===== src/rtl/sram_req_arbiter.sv =====
// sram_req_arbiter: shares one single-port synchronous SRAM between the
// instruction-fetch port and the load/store port of the core. Data accesses
// win by default; a streak counter forces a fetch grant after STREAK_MAX
// consecutive data grants while a fetch is waiting. Responses come back with
// a fixed latency of one cycle, steered by a small registered owner FSM.
module sram_req_arbiter #(
    parameter int unsigned STREAK_MAX = 4
) (
    input  logic        clk,
    input  logic        reset,
    // instruction fetch port
    input  logic        inst_req,
    input  logic [31:0] inst_addr,
    output logic        inst_addr_ok,
    output logic        inst_data_ok,
    output logic [31:0] inst_rdata,
    // load/store port
    input  logic        data_req,
    input  logic        data_wr,
    input  logic [3:0]  data_wstrb,
    input  logic [31:0] data_addr,
    input  logic [31:0] data_wdata,
    output logic        data_addr_ok,
    output logic        data_data_ok,
    output logic [31:0] data_rdata,
    // SRAM side
    output logic        mem_en,
    output logic [3:0]  mem_we,
    output logic [31:0] mem_addr,
    output logic [31:0] mem_wdata,
    input  logic [31:0] mem_rdata
);

    typedef enum logic [1:0] {
        IDLE   = 2'd0,
        RESP_I = 2'd1,
        RESP_D = 2'd2
    } state_t;

    localparam logic [2:0] STREAK_LIM = 3'(STREAK_MAX);
    localparam bit         GUARD_ON   = (STREAK_MAX != 0);

    state_t     state_reg;
    logic [2:0] streak_reg;

    logic starve;
    logic gnt_d;
    logic gnt_i;

    // Grant decision: data first, unless a waiting fetch has been passed over
    // STREAK_MAX times in a row. Depends only on requests, streak and reset,
    // so nothing from the data phase feeds back into the address phase.
    always_comb begin
        starve = inst_req && GUARD_ON && (streak_reg == STREAK_LIM);
        gnt_d  = data_req && !starve && !reset;
        gnt_i  = inst_req && !gnt_d && !reset;
    end

    assign inst_addr_ok = gnt_i;
    assign data_addr_ok = gnt_d;

    // Issue to the SRAM in the grant cycle; address/strobe/data pass straight through.
    always_comb begin
        mem_en    = gnt_i || gnt_d;
        mem_addr  = gnt_d ? data_addr : inst_addr;
        mem_we    = (gnt_d && data_wr) ? data_wstrb : 4'b0000;
        mem_wdata = data_wdata;
    end

    // Response owner FSM and anti-starvation streak counter.
    always_ff @(posedge clk) begin
        if (reset) begin
            state_reg  <= IDLE;
            streak_reg <= 3'd0;
        end else begin
            if (gnt_d) begin
                state_reg <= RESP_D;
            end else if (gnt_i) begin
                state_reg <= RESP_I;
            end else begin
                state_reg <= IDLE;
            end

            // A fetch grant or an absent fetch request ends the streak; a data
            // grant over a waiting fetch extends it up to the limit.
            if (gnt_i || !inst_req) begin
                streak_reg <= 3'd0;
            end else if (gnt_d && (streak_reg != STREAK_LIM)) begin
                streak_reg <= streak_reg + 3'd1;
            end
        end
    end

    // Data phase: the owner registered last cycle sees mem_rdata. Reset
    // arriving while a response is due discards it.
    always_comb begin
        inst_data_ok = (state_reg == RESP_I) && !reset;
        data_data_ok = (state_reg == RESP_D) && !reset;
        inst_rdata   = inst_data_ok ? mem_rdata : 32'b0;
        data_rdata   = data_data_ok ? mem_rdata : 32'b0;
    end

endmodule


===== config.mk =====
export PLATFORM = sky130hd
export DESIGN_NAME = sram_req_arbiter
export DESIGN_NICKNAME = d
export VERILOG_FILES = /design/src/rtl/sram_req_arbiter.sv
export SDC_FILE = /design/constraint.sdc
export NUM_CORES = 1
export LEC_CHECK = 0
export BUFFER_PORTS_ARGS = -buffer_cell sky130_fd_sc_hd__buf_2
export CORE_AREA = 5 5 102 104
export DETAILED_ROUTE_END_ITERATION = 6
export DIE_AREA = 0 0 107 109
export PLACE_DENSITY = 0.59
export SLEW_MARGIN = 20
export SYNTH_ARGS = -nofsm -noshare
export SYNTH_HDL_FRONTEND = slang
export SYNTH_SLANG_ARGS = --single-unit

===== constraint.sdc =====
create_clock -name clk -period 1.39 [get_ports clk]
set_input_delay 0.0695 -clock clk [delete_from_list [all_inputs] [get_ports clk]]
set_output_delay 0.0695 -clock clk [all_outputs]
set_load 0.02 [all_outputs]

==> results of run 1 <==
## layout make-up
| cell class | instances | share of cell area [%] |
|---|---|---|
| well taps | 114 | 3.98 |
| clock buffers | 4 | 1.26 |
| flip-flops and latches | 5 | 2.94 |
| inverters | 5 | 0.594 |
| repair buffers | 233 | 56.0 |
| multi-input cells | 119 | 35.2 |
## per-layer routing
metal,GRT usage [%],wire (um),vias up
met5,0,0,-
met2,16.3,4530,98
met3,3.37,657,16
li1,-,-,907
met1,11.7,2880,918
met4,3.56,137,0
## cell usage after synthesis (2+ instances only)
cell type,instances
mux2_4,29
nor2_1,6
buf_6,3
buf_4,32
nand2_1,2
inv_1,5
clkbuf_1,4
mux2_2,3
dfxtp_1,5
nand3_1,2
buf_2,2
ha_1,2
nor3b_2,2
a21boi_0,2
and3_1,4
and2_1,64
## stage by stage
step / std cells / utilization (%) / worst slack (ps)
floorplan: 170 / - / 6.34
global placement: 460 / 26.2 / -98.5
detailed placement: 460 / 26.2 / -115
CTS: 471 / 28.8 / -344
global route: 480 / 37.9 / -388
finish: 480 / 37.9 / -341
## what timing repair did
| action | in CTS | in global routing |
|---|---|---|
| pin swaps | 0 | 53 |
| setup endpoints to repair | 39 | 102 |
| resized for setup | 42 | 235 |
| buffers inserted | 5 | 4 |
| hold buffers | 0 | 0 |
| gates cloned | 2 | 8 |
## report_power, final
| group | internal (W) | switching [W] | leakage (nW) |
|---|---|---|---|
| combinational | 0.000530 | 0.000404 | 1.88 |
| clock | 0.000197 | 0.0000690 | 0.0228 |
| sequential | 0.000150 | 0.00000365 | 0.0424 |
## worst paths after layout
path	slack, ps	to	startpoint
worst max-delay path	-340	mem_addr[16]	streak_reg[1]
worst min-delay path	140	mem_wdata[14]	data_wdata[14]
worst max register to register	160	streak_reg[2]	streak_reg[1]
worst min register to register	500	streak_reg[0]	streak_reg[0]
## critical path, cell delays in order (launching register included)
cell      delay (ps)
dfxtp_2          320
inv_2             40
ha_4             150
nand3_2           80
nand3b_4         110
buf_6            150
buf_16           140
mux2_4           300
buf_6            130
## cell families (layout without fill, tap and decap cells)
kind of cell | after synthesis | count (layout) | share of synthesized area [%]
AOI/OAI and AO/OA | 2 | 2 | 1.03
adders and majority gates | 2 | 2 | 1.72
and+or+nand+nor | 82 | 82 | 35.5
DFF | 5 | 5 | 6.88
muxes | 33 | 33 | 33.0
buffers and inverters | 46 | 242 | 21.9
==> impl_results.md, run 1 <==
- CTS Sinks: 5
- CTS tree: done
- Fmax achieved: between 500 and 600 MHz
- Finished Cell Area: roughly 3600 um^2
- Worst-Skew Late Latency: 220 ps
- Root buffer cell: clkbuf_8
- Vias: 1939
- Commonest non-fill, non-tap cells in the layout: buf_2 (116), buf_6 (97), and2_4 (64)
- Setup TNS: -10930 ps
- Max-slew violations: 0
- Initial antenna violation count: 0
- Placed Area: approximately 2500 um^2
- Post-synth top flop: dfxtp_1
- Hold_ws: approximately 140 ps
- Final weighted congestion in routability-driven placement: ~0.7
- Vert. Die Dim: between 100 and 150 um
- CTS buffer count: 3
- Fin crit share: 125%
- FF/Latch Area: between 100 and 150 um^2
- Worst EP required: 1320 ps
- Core Rows: 36
- EDFF count, synth: 0
- Area of the multi-input gates: 1260 um^2
- Top cells by area, synth: mux2_4 (30%), and2_1 (28%), buf_4 (17%)
- Routed length per instance: about 17 um
- Drt first pass iters: 4
- Yosys top cell by area: mux2_4
- Area Overhead vs Synth: 146%
- Maxcap violations: 0
- WS Path Type: flop to output port
- R2r worst-path depth: 8
- Clk buf depth: 2
- Clock skew: 1.75 ps
- Drt total wl: roughly 8 mm
- GRT Total Usage: about a tenth
- Failing checks: setup timing
- Worst slew margin: between 80% and 90%
- Status: finished, violations left
- Asr flop ratio synth: 0%
- Critical Path Source Type: flop
- Worst setup EP type: output port
- Syn avg cell area: ~8.6 um^2
- PortBufs: roughly 210
- RSZ-0062 raised after global routing: yes
- Nets: 506
- Fill cells: 946
- YS warnings: 0
- Synthesized flop and latch total: 5
- PwrDens: 378 nW/um^2
- DRC violations left: 0
- Peak VDD IR: around 0.19 mV
- Die ar.: roughly 12000 um^2
- H-tree depth: 1
- Vias in the first global route: around 1700
- Max reg flops: 3
- Hold path depth: 0
- # setup viols final: 81
- First-pass GRT wire length: approximately 9.0 mm
- Post-Synthesis Cell Area: 1450 um^2
- Worst Path Max Fanout: 7
- Cells after synthesis: 170
- Commonest non-fill, non-tap cell in the layout: buf_2
- Synth top area share: approximately 30%
- Setup WS post-layout: -341 ps
- Min cycle time layout: 1730 ps
- Post-DP HPWL: about 5.5 mm
- DR vias/cell: 4.04
- Number of antenna diodes: 0
- Post-Synthesis Net Count: just over 300
- Layout cells sized above 1: a little over nine tenths
- Largest net degree at the start of global routing: 34
- I/O pin count: 274
- Core area: roughly 9500 um^2
- Hold WC Path Type: input port to output port
- Critical path arrival: ~1700 ps
- Starting density of the core: ~15%
- LEAKAGE: a little under 2 nW
- Library cells used by synthesis: 19
- Die Width: 107 um
- Register area share after synthesis: between 6 and 7%
- Antenna-violating nets left: 0
- Reg clk slew, reported paths: approximately 30 ps
- Grt ovf: 0
- Tot Pwr: 0.00135 W
- Slew @ Worst Pin: between 200 and 250 ps
- DR iter-0 viols: 58
- Final hold violation count: 0
Power figures use the tool's default switching activity.
==> run 2: changes to the inputs <==
ABC_AREA = 1   (was not set)
CORE_AREA = 5 5 103 105   (was 5 5 102 104)
DIE_AREA = 0 0 108 110   (was 0 0 107 109)
PLACE_DENSITY = 0.57   (was 0.59)
==> run 2 against run 1 <==
  * The flow still finishes with violations (setup timing)
  * Via count grew 17%
  * Clock power grew 5%
  * Critical path depth grew 2
  * First-iteration DRC count grew 36%
  * Hold slack lost 38 ps
  * Area after synthesis shrank 7.7%
  * Clock skew shrank 1.0 ps
  * Setup slack gained 140 ps
  * Highest routed layer unchanged
==> impl_results.md, run 2 <==
- Status: finished, violations left
- Failing checks: setup timing
- Placed Cells: 591
- Library cells used by synthesis: 19
- Largest net degree at the start of global routing: 34
- Starting density of the core: between 10 and 15%
- Root buffer cell: clkbuf_8
- PwrDens: approximately 440 nW/um^2
- Post-DP HPWL: a little under 6 mm
- Drt first pass iters: 3
- Finished Layout Cells: 610
- Final weighted congestion in routability-driven placement: between 0.7 and 0.8
- Synth top area share: roughly 29%
- Top cells by area, synth: nand2_1 (29%), nor2_1 (20%), buf_4 (18%)
- Fmax achieved: 629 MHz
- Grt ovf: 0
- # setup viols final: 46
- Worst Path Max Fanout: 6
- Fin crit share: 114%
- Worst-Skew Late Latency: roughly 230 ps
- LEAKAGE: 1.98 nW
- Fill cells: 1068
- Antenna-violating nets left: 0
- DR vias/cell: roughly 3.7
- Core area: 9550 um^2
- Worst setup EP type: output port
- Maxcap violations: 0
- Post-Synthesis Net Count: between 400 and 500
- Hold WC Path Type: input port to flop
- GRT Total Usage: between 10% and 20%
- Vias: approximately 2300
- Setup TNS: -6290 ps
- Asr flop ratio synth: 0%
- Yosys top cell by area: nand2_1
- Layout cells sized above 1: approximately three fifths
- Number of antenna diodes: 0
- Die Width: around 110 um
- Die ar.: between 10000 and 15000 um^2
- Vias in the first global route: 2135
- CTS tree: done
- First-pass GRT wire length: roughly 9.7 mm
- R2R setup slack: around 70 ps
- Area Overhead vs Synth: 121%
- Core Rows: 36
- Setup WS post-layout: -199 ps
- Routed length per instance: 12.4 um
- H-tree depth: 1
- Commonest non-fill, non-tap cells in the layout: buf_2 (167), nand2_1 (75), nor2_1 (64)
- YS warnings: 0
- Syn avg cell area: 4.76 um^2
- Final hold violation count: 0
- Post-Synthesis Cell Area: 1340 um^2
- Critical path arrival: approximately 1500 ps
- Synthesized flop and latch total: 5
- Cells after synthesis: ~280
- EDFF count, synth: 0
- Clk buf depth: 2
- Initial antenna violation count: 0
- Min cycle time layout: around 1600 ps
- Commonest non-fill, non-tap cell in the layout: buf_2
- RSZ-0062 raised after global routing: yes
- I/O pin count: around 270
- Critical Path Source Type: flop
- WS Path Type: flop to output port
- Worst slew margin: a little over four fifths
- Drt total wl: between 7 and 8 mm
- Peak VDD IR: 0.243 mV
- Nets: ~620
- Worst EP required: about 1300 ps
- Slew @ Worst Pin: roughly 230 ps
- Register area share after synthesis: 7.46%
- Clock skew: 0.738 ps
- DRC violations left: 0
- Reg clk slew, reported paths: approximately 40 ps
- Synth top cells by count: nand2_1 (103), nor2_1 (71), inv_1 (44), buf_4 (32), buf_2 (11)
- Max reg flops: 3
- PortBufs: roughly 210
- Count leader, synth: nand2_1
- Vert. Die Dim: roughly 110 um
- Max-slew violations: 0
- CTS Sinks: 5
- Post-synth top flop: dfxtp_1
- CTS buffer count: 3
- DR iter-0 viols: between 70 and 80
- # hold bufs at CTS: 0
==> run 2: cell types whose count changed in the layout (fill, tap and decap cells not counted), sizes merged, moves of 4 or more <==
cell,previous run,this run
inv,5,46
and3,4,0
clkbuf,10,6
nor2,6,71
nand2,2,103
and2,64,0
mux2,32,0
buf,227,233
==> run 2: cell families after synthesis <==
family / synth area share, %
AND/OR/NAND/NOR: 53.0
buffers and inverters: 35.9
flip-flops: 7.46
AO/OA/AOI/OAI: 1.12
adder cells (fa/ha/maj): 1.86
XOR/XNOR: 0.652
==> run 2: power by group <==
group / internal [W] / switching, W
Clock: 0.000198 / 0.0000825
Combinational: 0.000413 / 0.000464
Sequential: 0.000150 / 0.00000306
==> run 2: timing repair <==
item / 4_1_cts / 5_1_grt
setup buffers: 11 / 2
setup endpoints to repair: 67 / 73
gates resized for setup: 69 / 61
pin swaps: 3 / 14
gates cloned: 1 / 3
==> run 2: worst max-delay path, cell delays in order, from the launching register on <==
cell       delay, ps
dfxtp_2          320
inv_2             50
ha_4             160
nand3_4           70
nand3_4           90
inv_6            100
buf_12           120
clkbuf_16        140
nand2_2           60
nand2_2           70
buf_6            110
==> run 2: path summary, 6_finish.rpt <==
path	to	startpoint	depth (start not counted)
worst max-delay path	mem_addr[1]	streak_reg[0]	10
worst min-delay path	state_reg[0]	reset	2
worst max register to register	streak_reg[2]	streak_reg[0]	9
worst min register to register	streak_reg[0]	streak_reg[0]	3
==> run 2: stage by stage <==
step	util, %	power [W]	setup WS (ps)	area (um^2)	hold slack [ps]
floorplan	-	0.000644	29.5	1350	149
global placement	24.9	0.000837	-7.34	2370	139
detailed placement	24.9	0.000836	-36.4	2370	139
CTS	28.8	0.00126	-171	2750	89.6
global route	31.1	0.00141	-263	2970	111
finish	31.1	0.00131	-199	2970	101
==> run 2: cell type report <==
cell class / count / area (um^2) / share of cell area [%]
clock buffers: 4 / 45.0 / 1.52
inverters: 46 / 178 / 5.99
multi-input cells: 187 / 902 / 30.4
flip-flops and latches: 5 / 103 / 3.46
well taps: 133 / 166 / 5.61
repair buffers: 235 / 1570 / 53.0
==> run 2: layer usage <==
layer	track usage (%)	wire (um)
met3	3.55	1010
met2	19.7	3850
met4	2.16	48
met5	0	0
met1	10.3	2660
